## config.mk

```make
export PLATFORM = sky130hd
export DESIGN_NAME = router_rx_port
export DESIGN_NICKNAME = d
export VERILOG_FILES = /design/src/rtl/router_rx_port.sv
export SDC_FILE = /design/constraint.sdc
export NUM_CORES = 1
export LEC_CHECK = 0
export ABC_AREA = 1
export ABC_CLOCK_PERIOD_IN_PS = 6030
export CORE_ASPECT_RATIO = 1.5
export CORE_MARGIN = 8
export CORE_UTILIZATION = 65
export CTS_CLUSTER_DIAMETER = 60
export DETAILED_ROUTE_END_ITERATION = 10
export HOLD_SLACK_MARGIN = 0.05
export PLACE_DENSITY = 0.88
export REMOVE_ABC_BUFFERS = 1
export SYNTH_ARGS = -nofsm -noshare
export SYNTH_HDL_FRONTEND = slang
export SYNTH_SLANG_ARGS = --single-unit
```

## constraint.sdc

```tcl
create_clock -name clk -period 6.03 [get_ports clk]
set_clock_uncertainty 0.2 [all_clocks]
set_input_delay 1.206 -clock clk [delete_from_list [all_inputs] [get_ports clk]]
set_output_delay 1.206 -clock clk [all_outputs]
set_load 0.1 [all_outputs]
```

## src/rtl/router_rx_port.sv

```systemverilog
// One router input port: deserialises the frame_n/valid_n/din lane into bytes
// and queues them as {addr, data, last, err} entries toward the switch fabric.
module router_rx_port #(
  parameter int DEPTH      = 8,
  parameter int PAD_CYCLES = 5
) (
  input  logic       clk,
  input  logic       reset,
  input  logic       frame_n,
  input  logic       valid_n,
  input  logic       din,
  output logic       busy_n,
  output logic       out_valid,
  input  logic       out_ready,
  output logic [7:0] out_data,
  output logic [3:0] out_addr,
  output logic       out_last,
  output logic       out_err,
  output logic       proto_err,
  output logic [7:0] drop_cnt
);

  localparam int AW = $clog2(DEPTH);
  localparam int PW = (PAD_CYCLES > 1) ? $clog2(PAD_CYCLES) : 1;

  typedef enum logic [1:0] {S_IDLE, S_ADDR, S_PAD, S_PAYLOAD} state_t;

  state_t          r_state;
  logic            r_frame_q;
  logic [3:0]      r_addr;
  logic [2:0]      r_bit_cnt;
  logic [7:0]      r_shift;
  logic [PW-1:0]   r_pad_cnt;
  logic            r_proto_err;

  logic [13:0]     r_mem [DEPTH];
  logic [AW-1:0]   r_wr_ptr;
  logic [AW-1:0]   r_rd_ptr;
  logic [AW:0]     r_count;
  logic            r_busy_n;
  logic [7:0]      r_drop_cnt;

  logic [7:0]      w_bit_byte;
  logic            w_push;
  logic [13:0]     w_entry;
  logic            w_viol;
  logic            w_term_err;
  logic            w_pop;
  logic            w_full;
  logic            w_do_push;
  logic            w_drop;
  logic [AW:0]     w_count_next;
  logic [13:0]     w_head;

  // Pending byte merged with the bit being sampled this cycle.
  assign w_bit_byte = r_shift | ({7'd0, din} << r_bit_cnt);

  // Decode FIFO pushes and protocol violations for the current cycle.
  always_comb begin
    w_push     = 1'b0;
    w_entry    = 14'd0;
    w_viol     = 1'b0;
    w_term_err = 1'b0;
    case (r_state)
      S_ADDR:  w_viol = frame_n;
      S_PAD:   w_viol = frame_n | ~valid_n;
      S_PAYLOAD: begin
        if (frame_n) begin
          // Terminating entry: short byte or missing final bit marks it bad.
          w_term_err = valid_n | (r_bit_cnt != 3'd7);
          w_viol     = w_term_err;
          w_push     = 1'b1;
          w_entry    = {r_addr, (valid_n ? r_shift : w_bit_byte), 1'b1, w_term_err};
        end else if (!valid_n && (r_bit_cnt == 3'd7)) begin
          w_push  = 1'b1;
          w_entry = {r_addr, w_bit_byte, 1'b0, 1'b0};
        end else begin
          w_push = 1'b0;
        end
      end
      default: w_viol = 1'b0;
    endcase
  end

  // Receive FSM; a packet only starts on a frame_n high-to-low transition.
  always_ff @(posedge clk or posedge reset) begin
    if (reset) begin
      r_state     <= S_IDLE;
      r_frame_q   <= 1'b0;
      r_addr      <= 4'd0;
      r_bit_cnt   <= 3'd0;
      r_shift     <= 8'd0;
      r_pad_cnt   <= '0;
      r_proto_err <= 1'b0;
    end else begin
      r_frame_q   <= frame_n;
      r_proto_err <= w_viol;
      case (r_state)
        S_IDLE: begin
          if (!frame_n && r_frame_q) begin
            r_addr    <= {3'd0, din};
            r_bit_cnt <= 3'd1;
            r_state   <= S_ADDR;
          end
        end
        S_ADDR: begin
          if (frame_n) begin
            r_state <= S_IDLE;
          end else begin
            r_addr[r_bit_cnt[1:0]] <= din;
            if (r_bit_cnt == 3'd3) begin
              r_pad_cnt <= '0;
              r_state   <= S_PAD;
            end else begin
              r_bit_cnt <= r_bit_cnt + 3'd1;
            end
          end
        end
        S_PAD: begin
          if (frame_n) begin
            r_state <= S_IDLE;
          end else if (r_pad_cnt == PW'(PAD_CYCLES - 1)) begin
            r_bit_cnt <= 3'd0;
            r_shift   <= 8'd0;
            r_state   <= S_PAYLOAD;
          end else begin
            r_pad_cnt <= r_pad_cnt + 1'b1;
          end
        end
        S_PAYLOAD: begin
          if (frame_n) begin
            r_bit_cnt <= 3'd0;
            r_shift   <= 8'd0;
            r_state   <= S_IDLE;
          end else if (!valid_n) begin
            r_bit_cnt <= r_bit_cnt + 3'd1;
            r_shift   <= (r_bit_cnt == 3'd7) ? 8'd0 : w_bit_byte;
          end
        end
        default: r_state <= S_IDLE;
      endcase
    end
  end

  assign w_pop        = (r_count != '0) && out_ready;
  assign w_full       = (r_count == (AW+1)'(DEPTH));
  assign w_do_push    = w_push && (!w_full || w_pop);
  assign w_drop       = w_push && w_full && !w_pop;
  assign w_count_next = r_count + (AW+1)'(w_do_push) - (AW+1)'(w_pop);

  // FIFO storage; flushing is done through the pointers.
  always_ff @(posedge clk) begin
    if (w_do_push) begin
      r_mem[r_wr_ptr] <= w_entry;
    end
  end

  // FIFO pointers, occupancy, busy_n threshold and drop counter.
  always_ff @(posedge clk or posedge reset) begin
    if (reset) begin
      r_wr_ptr   <= '0;
      r_rd_ptr   <= '0;
      r_count    <= '0;
      r_busy_n   <= 1'b1;
      r_drop_cnt <= 8'd0;
    end else begin
      if (w_do_push) r_wr_ptr <= r_wr_ptr + 1'b1;
      if (w_pop)     r_rd_ptr <= r_rd_ptr + 1'b1;
      r_count  <= w_count_next;
      // Two free slots cover the source's sampling delay plus one in-flight byte.
      r_busy_n <= (w_count_next < (AW+1)'(DEPTH - 2));
      if (w_drop && (r_drop_cnt != 8'hFF)) r_drop_cnt <= r_drop_cnt + 8'd1;
    end
  end

  assign w_head    = (r_count != '0) ? r_mem[r_rd_ptr] : 14'd0;
  assign out_valid = (r_count != '0);
  assign out_addr  = w_head[13:10];
  assign out_data  = w_head[9:2];
  assign out_last  = w_head[1];
  assign out_err   = w_head[0];
  assign busy_n    = r_busy_n;
  assign proto_err = r_proto_err;
  assign drop_cnt  = r_drop_cnt;

endmodule
```

==> impl_results.md <==
- Worst-Skew Late Latency: 0.42 ns
- Total CTS buffers: 17
- First-pass GRT wire length: 25870 um
- Overall routing resource usage: 0.2334
- Area of the multi-input gates: 0.002410 mm2
- Hold Slack: 0.3155 ns
- Critical setup path kind: register to output pin
- Register area: 0.004390 mm2
- Resize count post-CTS: 0
- Gpl congestion: 0.8642
- Avg WL per Cell: 17.50 um
- Detailed-placement wirelength estimate: 10000 um
- Worst path slowest cell: clkdlybuf4s50_1
- Unique cell type count in the Yosys netlist: 34
- Synth Area in Simple Gates: 0.2230
- Port buffer count: 30
- Post-CTS setup buffers: 0
- Full die area: 0.01465 mm2
- Fillers: 686
- DRT Pass-1 Iters: 6
- CTS max path bufs: 2
- Setup violations, final: 0
- Post-synthesis sequential area ratio: 0.6156
- Io pins: 31
- Commonest non-fill, non-tap cell in the layout: nor2_1
- RSZ-0062 raised after global routing: no
- Overall die width: 101.5 um
- Vias in the first global route: 5315
- Clock root cell: clkbuf_16
- Final slew viol count: 0
- CP arrival: 3.93 ns
- CTS tree: done
- Util after Layout: 0.7423
- Maximum clock frequency: 0.1874 GHz
- Hold/Removal Path Class: register to register
- Max stage delay on crit path: 1.17 ns
- Post-Synth XOR/XNOR Area: 0.01105
- Final hold violation count: 0
- CP Cell Sequence: inv_2 -> nor2_1 -> o21ai_1 -> nand3_1 -> nand2_1 -> nor2_1 -> clkdlybuf4s50_1
- Max_slew headroom: 0.2518
- Initial antenna violation count: 0
- Cell area after synthesis: 0.007132 mm2
- Crit Path Max Fanout: 30
- Crit path top cell by count: nor2_1
- Largest net degree at the start of global routing: 58
- DRC Markers: 0
- Post-synth EDFFs: 112
- Via count: 5317
- Leak pwr: 3.379 nW
- Crit end category: output pin
- Worst EP required: 4.62 ns
- Syn_area_per_cell: 9.823 um2
- Std-Cell Rows: 47
- Clock-pin slew on the worst setup and hold paths: 0.06 ns
- Commonest register cell after synthesis: edfxtp_1
- #FFs+latches synth: 153
- ANT cells: 0
- Iter 0 DRT Violations: 460
- Die height: 144.3 um
- Mux cell area share after synthesis: 0
- H-tree depth: 4
- CTS Hold Bufs: 0
- Core area: 0.01088 mm2
- WL final: 15980 um
- CP startpoint kind: register
- Synth async-reset ratio: 0.2680
- Largest family of logic cells by synthesized area: simple AND/OR/NAND/NOR gates
- Pwr/cell area: 556.9 mW/mm2
- Synth Area in Compound Gates: 0.07228
- Clock net sink count: 153
- Initial core utilization: 0.6555
- Setup TNS: 0 ns
- Area growth, synth to finish: 13.23%
- Minimum clock period: 5.337 ns
- MaxCap Viol Count: 0
- Synthesized instance count: 726
- Adder-cell area share of the yosys netlist: 0.03088
- GR Overflow Total: 0
- Crit share post-route: 0.8851
- Via/cell ratio: 5.824
- Peak VDD IR: 0.3127 mV
- Synthesis Warnings: 0
- Slew @ Worst Pin: 1.122 ns
- Commonest non-fill, non-tap cells in the layout: 185 x nor2_1, 122 x nand2_1, 112 x edfxtp_1
- Share of cells above drive strength 1: 0.09269
- Status: complete, no violations
- Final #Nets: 777
- Final ANT Viol Nets: 0
cell type report:
cell class / instances / share of cell area
well taps: 147 / 0.02278
clock buffers: 18 / 0.05315
inverters: 46 / 0.02200
flip-flops and latches: 153 / 0.5437
repair buffers: 34 / 0.04090
clock inverters: 13 / 0.01906
multi-input cells: 502 / 0.2984
power breakdown:
group,switching (W),total [W],internal (W)
registers,0.000142,0.00136,0.00122
clock network,0.000408,0.00105,0.000644
logic,0.00155,0.00209,0.000538
total,0.00210,0.00450,0.00240
worst paths after layout:
path,start,cells past startpoint,slack (ns),end
max in group asynchronous,reset,3,4.21,busy_n
hold / removal,r_count[0],1,0.32,r_count[0]
setup / recovery,r_rd_ptr[1],7,0.69,out_addr[1]
hold reg to reg,r_count[0],1,0.32,r_count[0]
setup reg to reg,r_bit_cnt[0],16,2.94,busy_n
min in group asynchronous,reset,3,1.03,drop_cnt[4]
critical path: cells and delay by family (launching register included):
| kind | cells | cell delay (ns) |
|---|---|---|
| AO/OA/AOI/OAI | 1 | 0.10 |
| buffers and inverters | 2 | 1.70 |
| flip-flops | 1 | 1.04 |
| AND/OR/NAND/NOR | 4 | 0.65 |
per-layer routing:
| metal | share of wire | vias to the layer above | track usage |
|---|---|---|---|
| met5 | 0 | - | 0 |
| met3 | 0.065 | 42 | 0.05349 |
| met1 | 0.36 | 2535 | 0.2556 |
| met4 | 0.027 | 0 | 0.1032 |
| li1 | - | 2470 | - |
| met2 | 0.54 | 270 | 0.4164 |
flip-flops by register name (all words and copies together), names as in the netlist:
name	flops
r_addr	4
r_wr_ptr	3
r_bit_cnt	3
busy_n	1
r_count	4
r_state	2
drop_cnt	8
r_mem	112
r_pad_cnt	3
r_rd_ptr	3
proto_err	1
r_frame_q	1
r_shift	8
kinds of logic after synthesis:
kind of cell,Yosys count
AOI/OAI and AO/OA,97
xor gates and xnor gates,9
adders and majority gates,17
buffers and inverters,71
DFF,153
and+or+nand+nor,379
through the flow:
step / area, um2 / total power, W / std cells / setup slack (ns)
global placement: 7492 / 0.003350 / 882 / 1.379
finish: 8075 / 0.004497 / 913 / 0.6930
CTS: 8075 / 0.004499 / 913 / 0.6949
floorplan: 6973 / 0.002933 / 701 / 1.530
detailed placement: 7492 / 0.003433 / 882 / 1.210
global route: 8075 / 0.004714 / 913 / 0.5323
synthesized netlist by cell type, types with 2 or more instances:
library cell | n | area share
a211oi_1 | 4 | 0.0042
a21oi_1 | 17 | 0.012
buf_2 | 12 | 0.0084
buf_6 | 6 | 0.0095
clkbuf_1 | 5 | 0.0026
dfrtp_1 | 40 | 0.14
edfxtp_1 | 112 | 0.47
ha_1 | 16 | 0.028
inv_1 | 36 | 0.019
inv_2 | 8 | 0.0042
inv_4 | 2 | 0.0018
nand2_1 | 122 | 0.064
nand2_2 | 6 | 0.0053
nand2_4 | 3 | 0.0047
nand3_1 | 43 | 0.030
nand3_2 | 3 | 0.0042
nor2_1 | 187 | 0.098
nor2_2 | 9 | 0.0079
nor2_4 | 3 | 0.0047
o21ai_0 | 48 | 0.034
o21ai_1 | 23 | 0.016
o21bai_1 | 2 | 0.0021
xnor2_1 | 4 | 0.0049
xor2_1 | 5 | 0.0061
No activity file was read; power rests on OpenSTA's default activity.
